[config.mk]
export PLATFORM = sky130hd
export DESIGN_NAME = alu_arbiter
export DESIGN_NICKNAME = d
export VERILOG_FILES = /design/src/rtl/alu_pkg.sv /design/src/rtl/alu.sv /design/src/rtl/rr_picker.sv /design/src/rtl/alu_arbiter.sv
export SDC_FILE = /design/constraint.sdc
export NUM_CORES = 1
export LEC_CHECK = 0
export BUFFER_PORTS_ARGS = -buffer_cell sky130_fd_sc_hd__buf_2
export CAP_MARGIN = 20
export CELL_PAD_IN_SITES_DETAIL_PLACEMENT = 1
export CELL_PAD_IN_SITES_GLOBAL_PLACEMENT = 1
export CORE_UTILIZATION = 41
export DETAILED_ROUTE_END_ITERATION = 6
export PLACE_DENSITY = 0.83
export RECOVER_POWER = 25
export SLEW_MARGIN = 10
export SYNTH_ARGS = -nofsm -noshare
export SYNTH_HDL_FRONTEND = slang
export SYNTH_SLANG_ARGS = --single-unit
[constraint.sdc]
create_clock -name clk_i -period 7 [get_ports clk_i]
set_clock_uncertainty 0.05 [all_clocks]
set_input_delay 0.35 -clock clk_i [delete_from_list [all_inputs] [get_ports clk_i]]
set_output_delay 0.35 -clock clk_i [all_outputs]
set_load 0.01 [all_outputs]
[src/rtl/alu_pkg.sv]
// alu_pkg: opcodes, FSM encoding and default widths
// shared by alu, rr_picker and alu_arbiter.
package alu_pkg;

  localparam int DEF_WIDTH = 8;
  localparam int DEF_OPW   = 3;

  localparam logic [DEF_OPW-1:0] OP_ADD = 3'b000;
  localparam logic [DEF_OPW-1:0] OP_OR  = 3'b001;
  localparam logic [DEF_OPW-1:0] OP_SLL = 3'b010;
  localparam logic [DEF_OPW-1:0] OP_SRL = 3'b011;
  localparam logic [DEF_OPW-1:0] OP_SUB = 3'b100;
  localparam logic [DEF_OPW-1:0] OP_EQ  = 3'b101;
  localparam logic [DEF_OPW-1:0] OP_AND = 3'b110;
  localparam logic [DEF_OPW-1:0] OP_NOR = 3'b111;

  typedef enum logic [1:0] {
    IDLE = 2'd0,
    EXEC = 2'd1,
    RESP = 2'd2
  } state_e;

endpackage

[src/rtl/alu.sv]
// alu: combinational WIDTH-bit ALU with zero flag.
// OP_EQ yields rs^rt so zero=1 means the operands match.
module alu
  import alu_pkg::*;
#(
  parameter int WIDTH = DEF_WIDTH,
  parameter int OPW   = DEF_OPW
) (
  input  logic [WIDTH-1:0] rs,
  input  logic [WIDTH-1:0] rt,
  input  logic [OPW-1:0]   op,
  output logic [WIDTH-1:0] result,
  output logic             zero
);

  localparam int SW = $clog2(WIDTH);

  logic [SW-1:0] shamt;

  assign shamt = rt[SW-1:0];

  always_comb begin
    result = '0;
    case (op)
      OP_ADD:  result = rs + rt;
      OP_OR:   result = rs | rt;
      OP_SLL:  result = rs << shamt;
      OP_SRL:  result = rs >> shamt;
      OP_SUB:  result = rs - rt;
      OP_EQ:   result = rs ^ rt;
      OP_AND:  result = rs & rt;
      OP_NOR:  result = ~(rs | rt);
      default: result = '0;
    endcase
  end

  assign zero = (result == '0);

endmodule

[src/rtl/rr_picker.sv]
// rr_picker: combinational grant select. ALU_ARBITER_RR_EN
// gives round-robin from last+1; otherwise lowest index wins.
module rr_picker #(
  parameter int NREQ = 4,
  parameter int LW   = $clog2(NREQ)
) (
  input  logic [NREQ-1:0] valid,
`ifdef ALU_ARBITER_RR_EN
  input  logic [LW-1:0]   last,
`endif
  output logic [NREQ-1:0] grant,
  output logic [LW-1:0]   idx,
  output logic            hit
);

  logic [LW-1:0] k;

  always_comb begin
    grant = '0;
    idx   = '0;
    hit   = 1'b0;
    k     = '0;
`ifdef ALU_ARBITER_RR_EN
    for (int i = 1; i <= NREQ; i++) begin
      k = LW'((int'(last) + i) % NREQ);
      if (!hit && valid[k]) begin
        hit      = 1'b1;
        grant[k] = 1'b1;
        idx      = k;
      end
    end
`else
    for (int i = 0; i < NREQ; i++) begin
      k = LW'(i);
      if (!hit && valid[k]) begin
        hit      = 1'b1;
        grant[k] = 1'b1;
        idx      = k;
      end
    end
`endif
  end

endmodule

[src/rtl/alu_arbiter.sv]
// alu_arbiter: shares one alu among NREQ valid/ready clients.
// Define ALU_ARBITER_RR_EN for round-robin, else fixed priority.
module alu_arbiter
  import alu_pkg::*;
#(
  parameter int WIDTH = DEF_WIDTH,
  parameter int OPW   = DEF_OPW,
  parameter int NREQ  = 4
) (
  input  logic              clk_i,
  input  logic              rst_i,
  input  logic [NREQ-1:0]   req_valid_i,
  output logic [NREQ-1:0]   req_ready_o,
  input  logic [NREQ*WIDTH-1:0] req_rs_i,
  input  logic [NREQ*WIDTH-1:0] req_rt_i,
  input  logic [NREQ*OPW-1:0]   req_op_i,
  output logic [NREQ-1:0]   rsp_valid_o,
  input  logic [NREQ-1:0]   rsp_ready_i,
  output logic [WIDTH-1:0]  rsp_result_o,
  output logic              rsp_zero_o,
  output logic              busy_o
);

  localparam int LW = $clog2(NREQ);

  state_e state_q;
  state_e state_d;

  logic [NREQ-1:0]  grant;
  logic [LW-1:0]    win_idx;
  logic             win_hit;
  logic             accept;
  logic [LW-1:0]    owner_q;
  logic [WIDTH-1:0] rs_q;
  logic [WIDTH-1:0] rt_q;
  logic [OPW-1:0]   op_q;
  logic [WIDTH-1:0] res_q;
  logic             zero_q;
  logic [WIDTH-1:0] alu_res;
  logic             alu_zero;

`ifdef ALU_ARBITER_RR_EN
  logic [LW-1:0]    last_q;
`endif

  assign accept = (state_q == IDLE) && win_hit;

  rr_picker #(
    .NREQ (NREQ),
    .LW   (LW)
  ) u_pick (
    .valid (req_valid_i),
`ifdef ALU_ARBITER_RR_EN
    .last  (last_q),
`endif
    .grant (grant),
    .idx   (win_idx),
    .hit   (win_hit)
  );

`ifdef ALU_ARBITER_RR_EN
  // NREQ-1 so that requester 0 is first in line after reset
  always_ff @(posedge clk_i or posedge rst_i) begin
    if (rst_i) begin
      last_q <= LW'(NREQ - 1);
    end else if (accept) begin
      last_q <= win_idx;
    end
  end
`endif

  always_ff @(posedge clk_i or posedge rst_i) begin
    if (rst_i) begin
      state_q <= IDLE;
    end else begin
      state_q <= state_d;
    end
  end

  always_comb begin
    state_d = state_q;
    case (state_q)
      IDLE: if (win_hit) state_d = EXEC;
      EXEC: state_d = RESP;
      RESP: if (rsp_ready_i[owner_q]) state_d = IDLE;
      default: state_d = IDLE;
    endcase
  end

  // ready is masked during reset so no transfer is implied
  always_comb begin
    req_ready_o = '0;
    rsp_valid_o = '0;
    busy_o      = (state_q != IDLE);
    if (state_q == IDLE && !rst_i) begin
      req_ready_o = grant;
    end
    if (state_q == RESP) begin
      rsp_valid_o[owner_q] = 1'b1;
    end
  end

  always_ff @(posedge clk_i or posedge rst_i) begin
    if (rst_i) begin
      rs_q    <= '0;
      rt_q    <= '0;
      op_q    <= '0;
      owner_q <= '0;
    end else if (accept) begin
      rs_q    <= req_rs_i[win_idx*WIDTH +: WIDTH];
      rt_q    <= req_rt_i[win_idx*WIDTH +: WIDTH];
      op_q    <= req_op_i[win_idx*OPW +: OPW];
      owner_q <= win_idx;
    end
  end

  always_ff @(posedge clk_i or posedge rst_i) begin
    if (rst_i) begin
      res_q  <= '0;
      zero_q <= 1'b0;
    end else if (state_q == EXEC) begin
      res_q  <= alu_res;
      zero_q <= alu_zero;
    end
  end

  alu #(
    .WIDTH (WIDTH),
    .OPW   (OPW)
  ) u_alu (
    .rs     (rs_q),
    .rt     (rt_q),
    .op     (op_q),
    .result (alu_res),
    .zero   (alu_zero)
  );

  assign rsp_result_o = res_q;
  assign rsp_zero_o   = zero_q;

endmodule
==> metrics <==
outcome=finished, violations left; violated checks=max-capacitance violations, max-slew violations; storage element area=801 um^2; via count=3538; full die area=8590 um^2; HP Class=in2reg; Post-CTS Setup Inserts=0; proportion of synthesized chip area in sequential cells=0.237; crit share post-route=0.511; Post-CTS Hold Buffers=0; DP HPWL=8730 um; multi-input logic area=2320 um^2; post-synthesis compound-gate area fraction=0.220; Synth Flop Type=dfrtp_1; Total GRT Usage=0.272; syn_nets=530; Initial Utilization=0.430; Synth Instances=418; TritonCTS clock tree=built; Worst Path Arrival=3.74 ns; syn_area_per_cell=8.07 um^2; Area contributors post-synth=dfrtp_1 (24%), nand2_1 (9.6%), ha_1 (9.3%); clk sinks=32; antenna fix cells=0; worst-skew pair later-pin latency=0.29 ns; Buffers on Ports=103; Pleak=1.89 nW; Post-synth EDFFs=0; initial DRC count=211; global-route wire length before repair=18400 um; drt wl/cell=18.2 um; fin crit period=3.57 ns; largest family of logic cells by synthesized area=simple AND/OR/NAND/NOR gates; Max-Slew Margin vs Limit=-0.196; pre-CTS WS=3.42 ns; mux cell area share after synthesis=0.117; power per cell area=513 nW/um^2; area share of xor/xnor cells in the synthesized design=0.0286; largest area contributor in the netlist=dfrtp_1; total core area=7850 um^2; share of cells above drive strength 1=0.276; Nets=618; number of gates resized after CTS=0; drt first pass iters=4; fmax=280 MHz; Max Slew Vio Count=33; initial antenna violation count=0; clock buffer count from CTS=5; total grt overflow=0; crit path launch type=flop; Post-Synth Simple-Gate Area=0.224; crit path capture type=flop; Remaining DRCs=0; Die Ht=92.7 um; synthesized area=3370 um^2; Max VDD drop=0.000175 V; post-route ant nets=0; RSZ-0062 raised after global routing=false; io pins=104; Synth top area share=0.237; vias in the first global route=3742; CTS Buffer Depth=2; chip width=92.7 um; row count=32; Adder-Cell Fraction of Synth Area=0.0987; final setup margin=3.43 ns; CTS clock-pin slew for the worst setup and hold paths=0.08 ns; Yosys cell types=65; drt total wl=11100 um; Layout area overhead=18.9%; worst-path fanout max=28; Synth warnings=0; # setup viols final=0; Root Buffer=clkbuf_8; Worst EP required=7.17 ns; max-cap violations=1; number of fill cells=1035; final hold viol count=0; Crit Path Category=reg2reg; GP Congestion=0.947; vias per cell=5.81; Setup TNS=0 ns; FFs w/ async S/R, synth=1.00; most numerous cell in the Yosys netlist=nand2_1; #FFs+latches synth=32; Post-synth top cells=nand2_1 (86), o21ai_0 (35), dfrtp_1 (32); htree depth=2; pin count of the biggest net entering global routing=41; Worst Tran Pin Value=1.79 ns
## power by group
group,internal [W],switching (W)
clock,0.0000703,0.0000771
sequential,0.000276,0.000234
combinational,0.000650,0.000749
## final timing paths
path / startpoint / endpoint / slack [ns] / cells after the start
max in group asynchronous: rst_i / rt_q[5] / 5.19 / 3
min in group asynchronous: rst_i / rsp_result_o[4] / 0.68 / 3
worst max register to register: op_q[2] / rsp_zero_o / 3.43 / 9
worst min-delay path: req_rs_i[22] / rs_q[6] / 0.35 / 3
worst max-delay path: op_q[2] / rsp_zero_o / 3.43 / 9
worst min register to register: rsp_result_o[1] / rsp_result_o[1] / 0.43 / 2
## logic make-up after synthesis
kind of cell,count (synthesis)
xor gates and xnor gates,11
AOI/OAI and AO/OA,110
muxes,24
and+or+nand+nor,160
adders and majority gates,26
buffers and inverters,55
DFF,32
## layer usage
metal	track usage	vias to the layer above	wire length (um)
met5	0	-	0
met4	0.0872	0	264
met3	0.0525	24	732
met2	0.471	132	5370
met1	0.341	1684	4730
li1	-	1698	-
## area by class of cell
type	instances	share of cell area
repair buffers	110	0.141
flip-flops and latches	32	0.200
well taps	102	0.0318
clock buffers	5	0.0172
clock inverters	3	0.00593
multi-input cells	331	0.580
inverters	26	0.0243
## sequential cells by signal, indices dropped and copies added (netlist names)
register and flops:
op_q 3, owner_q 2, rs_q 8, rsp_result_o 8, rsp_zero_o 1, rt_q 8, state_q 2
## cell usage in the layout, fill, tap and decap left out, drive strengths merged, types with 7 or more instances in the layout
cell type and instances:
buf 108, nand2 86, o21ai 36, dfrtp 32
inv 26, ha 25, nand3 22, a21oi 20
o221ai 20, nor2 13, mux4 11, xnor2 9
mux2i 8, clkbuf 7
## worst max-delay path, cell delays in order, from the launching register on
cell and delay (ns):
dfrtp_1 0.87, nor3b_2 0.54, mux2i_1 0.36, ha_1 0.31, nor2b_1 0.15, o2111a_1 0.26, or3_1 0.36, a21oi_1 0.21
o2111ai_1 0.16, o31ai_2 0.23
## per-stage QoR
stage	instance area [um^2]	hold WS (ns)	util	power [W]	cells
finish	4010	0.349	0.511	0.00206	609
global route	4010	0.364	0.511	0.00224	609
CTS	4020	0.124	0.512	0.00205	609
detailed placement	3920	0.421	0.500	0.00189	601
global placement	3910	0.408	0.498	0.00180	600
floorplan	3370	0.416	-	0.00152	418
Note: power is estimated with default switching activity, not from simulation.
